[src/rtl/craft_pkg.sv]
// Shared constants and types for the CRAFT round controller.
package craft_pkg;

  localparam int unsigned NROUNDS = 32;

  localparam logic [3:0] RC_A_SEED = 4'h1;
  localparam logic [2:0] RC_B_SEED = 3'h1;

  typedef enum logic [1:0] {
    StIdle = 2'd0,
    StRun  = 2'd1,
    StDone = 2'd2
  } craft_state_e;

endpackage

[src/rtl/craft_rc_lfsr.sv]
// CRAFT round-constant generator: a 4-bit and a 3-bit LFSR stepped together.
module craft_rc_lfsr
  import craft_pkg::*;
(
  input  logic       clk,
  input  logic       rst,
  input  logic       clr,
  input  logic       en,
  output logic [7:0] rc
);

  logic [3:0] a_q, a_d;
  logic [2:0] b_q, b_d;

  // clr wins over en so the final round leaves both LFSRs at seed
  always_comb begin
    a_d = a_q;
    b_d = b_q;
    if (clr) begin
      a_d = RC_A_SEED;
      b_d = RC_B_SEED;
    end else if (en) begin
      a_d = {a_q[0] ^ a_q[1], a_q[3:1]};
      b_d = {b_q[0] ^ b_q[1], b_q[2:1]};
    end
  end

  always_ff @(posedge clk or negedge rst) begin
    if (!rst) begin
      a_q <= RC_A_SEED;
      b_q <= RC_B_SEED;
    end else begin
      a_q <= a_d;
      b_q <= b_d;
    end
  end

  assign rc = {a_q, 1'b0, b_q};

endmodule

[src/rtl/craft_round_ctrl.sv]
// CRAFT iterative-datapath sequencer: block handshake, 32-round loop, round
// index, round constant, tweakey select and datapath enables.
module craft_round_ctrl
  import craft_pkg::*;
#(
  parameter int unsigned NROUNDS = craft_pkg::NROUNDS,
  parameter int unsigned RC_W    = 8
) (
  input  logic            clk,
  input  logic            rst,
  input  logic            in_valid,
  output logic            in_ready,
  input  logic            pause,
  output logic            out_valid,
  input  logic            out_ready,
  output logic            ld,
  output logic            rnd_en,
  output logic            last_round,
  output logic [4:0]      round_idx,
  output logic [1:0]      tk_sel,
  output logic [RC_W-1:0] rc
);

  localparam logic [4:0] LastIdx = 5'(NROUNDS - 1);

  craft_state_e state_q, state_d;
  logic [4:0]   round_q, round_d;
  logic         lfsr_clr, lfsr_en;
  logic [7:0]   rc_raw;

  always_comb begin
    state_d    = state_q;
    round_d    = round_q;
    in_ready   = 1'b0;
    ld         = 1'b0;
    rnd_en     = 1'b0;
    last_round = 1'b0;
    lfsr_clr   = 1'b0;
    lfsr_en    = 1'b0;
    unique case (state_q)
      StIdle: begin
        in_ready = 1'b1;
        if (in_valid) begin
          ld       = 1'b1;
          state_d  = StRun;
          round_d  = '0;
          lfsr_clr = 1'b1;
        end
      end
      StRun: begin
        if (!pause) begin
          rnd_en = 1'b1;
          if (round_q == LastIdx) begin
            last_round = 1'b1;
            state_d    = StDone;
            round_d    = '0;
            lfsr_clr   = 1'b1;
          end else begin
            round_d = round_q + 5'd1;
            lfsr_en = 1'b1;
          end
        end
      end
      StDone: begin
        // Taking the result and a new block in one cycle avoids a bubble
        in_ready = out_ready;
        if (out_ready) begin
          if (in_valid) begin
            ld       = 1'b1;
            state_d  = StRun;
            round_d  = '0;
            lfsr_clr = 1'b1;
          end else begin
            state_d = StIdle;
          end
        end
      end
      default: state_d = StIdle;
    endcase
  end

  always_ff @(posedge clk or negedge rst) begin
    if (!rst) begin
      state_q <= StIdle;
      round_q <= '0;
    end else begin
      state_q <= state_d;
      round_q <= round_d;
    end
  end

  craft_rc_lfsr u_rc_lfsr (
    .clk (clk),
    .rst (rst),
    .clr (lfsr_clr),
    .en  (lfsr_en),
    .rc  (rc_raw)
  );

  assign out_valid = (state_q == StDone);
  assign round_idx = round_q;
  assign tk_sel    = round_q[1:0];
  assign rc        = rc_raw;

endmodule

[config.mk]
export PLATFORM = sky130hd
export DESIGN_NAME = craft_round_ctrl
export DESIGN_NICKNAME = d
export VERILOG_FILES = /design/src/rtl/craft_pkg.sv /design/src/rtl/craft_rc_lfsr.sv /design/src/rtl/craft_round_ctrl.sv
export SDC_FILE = /design/constraint.sdc
export NUM_CORES = 1
export LEC_CHECK = 0
export ABC_AREA = 1
export CAP_MARGIN = 30
export CORE_UTILIZATION = 40
export DETAILED_ROUTE_END_ITERATION = 10
export PLACE_DENSITY_LB_ADDON = 0.15
export SLEW_MARGIN = 20
export SYNTH_ARGS = -nofsm -noshare
export SYNTH_HDL_FRONTEND = slang
export SYNTH_SLANG_ARGS = --single-unit
[constraint.sdc]
create_clock -name clk -period 1.4 [get_ports clk]
set_clock_uncertainty 0.1 [all_clocks]
set_input_delay 0.14 -clock clk [delete_from_list [all_inputs] [get_ports clk]]
set_output_delay 0.14 -clock clk [all_outputs]
set_load 0.02 [all_outputs]
; ---- After elaboration in Yosys (flattened, before gate mapping)
; Cells that the tools add are included.
[word_totals]
in_bits = 5
output_inout_bits = 20
elab_cells = 47
ramBits = 0
ff_bits = 14
mem_bits_ro = 0
n_memories = 0
latchBits = 0
[op_classes]
multipliers = 0
bitwise_logic = 2
muxes = 28
add_sub_neg = 1
n_div = 0
eq_ne = 7
n_reduce_logical = 5
n_shift = 0
order_cmp = 0
[op_table]
columns = op, n
row1 = 2-to-1 mux 5 bit, 4
row2 = one-hot mux 5 bit (3 select lines), 1
row3 = 2-to-1 mux 1 bit, 11
row4 = 2-to-1 mux 2 bit, 4
row5 = 2-to-1 mux 4 bit, 2
row6 = 2-to-1 mux 3 bit, 2
row7 = inequality test 2 bit (second input constant), 3
row8 = one-hot mux 2 bit (3 select lines), 1
row9 = adder 5 x 1 -> 5 bit (second input constant), 1
row10 = equality test 5 bit (second input constant), 1
row11 = one-hot mux 1 bit (2 select lines), 2
row12 = AND reduction 4 bit, 1
row13 = one-hot mux 1 bit (3 select lines), 1
row14 = AND reduction 3 bit, 1
row15 = nonzero test 3 bit, 1
row16 = equality test 2 x 1 -> 1 bit (second input constant), 1
row17 = equality test 2 bit (second input constant), 1
row18 = logical NOT 2 bit, 1
row19 = inequality test 2 x 1 -> 1 bit (second input constant), 1
row20 = nonzero test 2 bit, 1
row21 = bitwise XOR 1 bit, 2

; ---- Logic depth before layout (Yosys ltp)
[depth]
depth_word = 6
depth_mapped = 9

; ---- By module
; From an unflattened synthesis, not the netlist that was laid out.
[unflattened]
cells_unflattened = 97
hier_area_um2 = 782.0
[modules_own_cells]
columns = mod, area_per_inst_um2, n_inst, cells_per_inst
row1 = craft_round_ctrl, 460.4, 1, 59
row2 = craft_rc_lfsr, 321.6, 1, 38

; ---- Worst setup path before layout
; OpenSTA, ideal clock, no wires.
[synth_path]
path_kind = flip-flop to flip-flop
start = register round_q[0] (netlist: round_idx[0])
end = register u_rc_lfsr.b_q[0]
synth_period_minus_slack_ps = 2154
stages_incl_launch_ff = 9
t_arrival_ps = 1982
slack_ps = -754
path_cell_list = dfrtp_1 ha_1 inv_1 nor3_1 ha_1 inv_1 nor3_1 nor2_1 o21ai_1
[synth_via]
elab_chain_cells = 5
[synth_lines]
columns = element, line_no
row1 = start: declaration, craft_round_ctrl.sv:27  ; logic [4:0] round_q, round_d;
row2 = start signal: assignment, craft_round_ctrl.sv:88  ; round_q <= round_d;
row3 = equality test 5 bit *, craft_round_ctrl.sv:53  ; if (round_q == LastIdx) begin
row4 = 2-to-1 mux 1 bit, craft_round_ctrl.sv:53
row5 = 2-to-1 mux 1 bit, craft_round_ctrl.sv:51  ; if (!pause) begin
row6 = one-hot mux 1 bit (3 select lines) or 2-to-1 mux 1 bit (tied branches), craft_round_ctrl.sv:40  ; unique case (state_q)
row7 = 2-to-1 mux 3 bit or nonzero test 2 bit (tied branches), --
row8 = end signal: assignment, craft_rc_lfsr.sv:31  ; b_q <= RC_B_SEED;
row9 = end signal: assignment, craft_rc_lfsr.sv:34  ; b_q <= b_d;
row10 = end: declaration, craft_rc_lfsr.sv:13  ; logic [2:0] b_q, b_d;
; Every way passes the cells marked *; elsewhere a longest branch is shown, timed or not.
; A chain may end at the register's enable or synchronous reset.

; ---- Worst setup path in the final report
[layout_path]
start = register round_q[1] (netlist: round_idx[1])
end = output last_round
[layout_via]
elab_chain_cells = 4
[layout_lines]
columns = element, line_no
row1 = equality test 5 bit, craft_round_ctrl.sv:53
row2 = 2-to-1 mux 1 bit, craft_round_ctrl.sv:53
row3 = 2-to-1 mux 1 bit, craft_round_ctrl.sv:51
row4 = 2-to-1 mux 1 bit, craft_round_ctrl.sv:40
row5 = end: declaration, craft_round_ctrl.sv:18  ; output logic last_round,
; No other way between the ends.

==> impl_metrics.ini <==
[status]
status = finished, violations left
violations = setup timing

[detailed_routing]
first_pass_iters = 6
drt_iter0_markers = 26
ant_nets = 0
vias = 933
avgViaCountPerCell = 5.24
drc = 0
post_drt_wl_per_cell_um = 17.3
routed_wl_mm = 3.09

[placed_design]
dpl.hpwl_mm = 1.59
dpl_worst_slack_ns = -0.567
place_congestion = 0.813
post-place-cells = 163
port_buffers = 23

[cts]
cts_buffer_depth = 2
root_buffer = clkbuf_4
worstSkewPairLatency_ns = 0.29
htreeDepth = 1
clk_pin_slew_worst_paths_ns = 0.11
cts_tree = yes
cts_made_buffers = 3
cts.sinks = 14

[sta]
period_share_pct = 130
drv_slew = 0
rsz0062_at_grt = yes
finalWorstSetupSlack_ns = -0.426
whs_ns = 0.460
finalSetupViolCount = 18
final-hold-violation-count = 0
post-route-min-period_ns = 1.83
fmax_ghz = 0.548

[cells_and_area]
antenna_cells = 0
area_growth_pct = 89.5
fin_nets = 161
final_cells = 178
drive_gt1_share_pct = 66.7

[worst_setup_path]
slowest_delay_ns = 0.41
worst-endpoint-required_ns = 1.16
critPathTopFamily = flip-flops
worstSetupStartpoint = round_idx[1]
cp_slowest_cell = dfrtp_2
worstPathBufferInverterCount = 3
cp_common_cell = nor3_4
cp_max_fo = 2
worst_setup_path_end_kind = primary output
r2r-start = round_idx[1]
crit_chain = ha_4 -> inv_4 -> nor3_4 -> ha_2 -> inv_2 -> nor3_4 -> buf_6
crit_path_start_kind = flip-flop
crit_type = flip-flop to primary output
endpoint = last_round
timing.rr.end = u_rc_lfsr.b_q[0]
path_depth = 7
arrival_ns = 1.59
reg2reg_slack_ns = -0.38
worstRegToRegCells = 10

[die]
ios = 25
num_rows = 15
die_area_sq_mm = 0.00221
core_sq_mm = 0.00180
die_height_um = 47.0
die_x_um = 47.0
start_util_pct = 44.9

[synthesis]
syn_nets = 101
synth_seq_cells = 14
yosysWarningCount = 0
syn_inst = 94
ys_types = 25
synth_area_sq_um = 810
ys_seq_area_share_pct = 43.6
syn_area_per_cell_sq_um = 8.61

[global_route]
first_global_vias = 865
antenna_found_initial = 0
grt_first_pass_wirelength_mm = 4.12
grtUsageTotal_pct = 28.4
overflow = 0
grt_max_degree = 9

[power]
leakage_nw = 0.770
power.density_mw_per_mm2 = 1900
peakVddDrop_mv = 1.54
totalPowerFinal_mw = 2.91

[worst_hold_path]
hp-class = flip-flop to flip-flop
whs_path_depth = 2

[run]
cap_violations = 0
-- tightest hold or removal path: stages (launching register included) --
cell and delay, ns:
dfrtp_1 0.41, nand2_2 0.07, nand2_1 0.06
-- registers in the layout, indices dropped and copies added (netlist names) --
| name | cells |
|---|---|
| state_q | 2 |
| u_rc_lfsr.b_q | 3 |
| u_rc_lfsr.a_q | 4 |
| round_idx | 5 |
-- synth_stat cells --
master,n,area [sq um]
nor2_1,5,18.8
nor3_1,2,10.0
o21ai_0,1,5.00
inv_2,3,11.3
xnor2_1,2,17.5
dfrtp_1,12,300
buf_12,1,20.0
conb_1,1,3.75
inv_1,5,18.8
nand4_1,2,12.5
nand3_4,1,17.5
dfstp_2,2,52.6
o21bai_1,1,7.51
ha_1,2,25.0
nor3_2,1,10.0
o21ai_2,4,35.0
nor2_2,1,6.26
a21oi_1,2,10.0
nand2_1,24,90.1
nand2_2,10,62.6
nor2_4,1,11.3
or2_1,1,6.26
buf_4,3,22.5
o21ai_1,4,20.0
nand3_1,3,15.0
-- area by class of cell --
| cell class | count | area [sq um] |
|---|---|---|
| sequential | 14 | 359 |
| clock buffer | 4 | 36.3 |
| inverter | 8 | 35.0 |
| multi-input combinational | 69 | 562 |
| fill | 103 | 268 |
| tap | 25 | 31.3 |
| timing repair buffer | 58 | 510 |
-- layout by cell type (no fill, tap or decap), types with 2 or more instances in the layout --
| cell | synthesis | layout |
|---|---|---|
| a21oi_4 | 0 | 2 |
| buf_2 | 0 | 2 |
| buf_4 | 3 | 29 |
| buf_6 | 0 | 11 |
| clkbuf_4 | 0 | 3 |
| clkdlybuf4s15_1 | 0 | 4 |
| clkdlybuf4s50_1 | 0 | 4 |
| dfrtp_1 | 12 | 7 |
| dfrtp_2 | 0 | 5 |
| dfstp_2 | 2 | 2 |
| dlygate4sd2_1 | 0 | 5 |
| inv_1 | 5 | 2 |
| inv_2 | 3 | 4 |
| inv_4 | 0 | 2 |
| nand2_1 | 24 | 13 |
| nand2_2 | 10 | 13 |
| nand2_4 | 0 | 7 |
| nand3_2 | 0 | 2 |
| nand3_4 | 1 | 2 |
| nand4_1 | 2 | 2 |
| nor2_1 | 5 | 3 |
| nor2_2 | 1 | 2 |
| nor2_4 | 1 | 2 |
| nor3_4 | 0 | 2 |
| o21ai_1 | 4 | 4 |
| o21ai_2 | 4 | 5 |
| xnor2_1 | 2 | 2 |
-- per-stage QoR --
stage	util [%]	area [sq um]	TNS, ns
3_3_place_gp	69.4	1250	-3.56
5_1_grt	85.1	1530	-5.30
2_1_floorplan	-	845	-1.37
3_5_place_dp	69.4	1250	-4.02
4_1_cts	79.4	1430	-3.45
6_report	85.1	1530	-4.29
-- report_power, final --
| part | switching [mW] | internal, mW | total (mW) |
|---|---|---|---|
| Clock | 0.158 | 0.158 | 0.316 |
| Sequential | 0.147 | 0.581 | 0.728 |
| Combinational | 1.08 | 0.791 | 1.87 |
| Total | 1.38 | 1.53 | 2.91 |
-- repair_timing --
item	4_1_cts	5_1_grt
gates resized for setup	75	34
hold endpoints to repair	3	0
hold buffers	1	0
setup buffers	7	6
pin swaps	11	13
cloned	1	0
setup endpoints to repair	33	28
-- routing by layer --
layer	global-route usage [%]	share of wire, %
met1	32.3	37
met4	20.6	5.7
met2	47.5	51
met5	0	0
met3	5.38	5.9
-- kinds of logic (layout without fill, tap and decap cells) --
group,after synthesis,in the layout,share of synthesized area [%]
buffers and inverters,12,70,8.96
AOI/OAI and AO/OA,12,12,9.58
other,1,1,0.463
xor gates and xnor gates,2,2,2.16
DFF,14,14,43.6
adders and majority gates,2,2,3.09
and+or+nand+nor,51,52,32.1
-- how the worst min path moves through the flow --
stage / startpoint / endpoint / slack (ns)
2_1_floorplan: rst / round_idx[0] / -0.26
3_3_place_gp: rst / u_rc_lfsr.b_q[1] / 0.31
3_5_place_dp: rst / u_rc_lfsr.b_q[1] / 0.31
4_1_cts: u_rc_lfsr.a_q[2] / u_rc_lfsr.a_q[2] / 0.43
5_1_grt: u_rc_lfsr.b_q[2] / u_rc_lfsr.b_q[2] / 0.48
6_report: u_rc_lfsr.a_q[2] / u_rc_lfsr.a_q[2] / 0.46
Power figures use the tool's default switching activity.
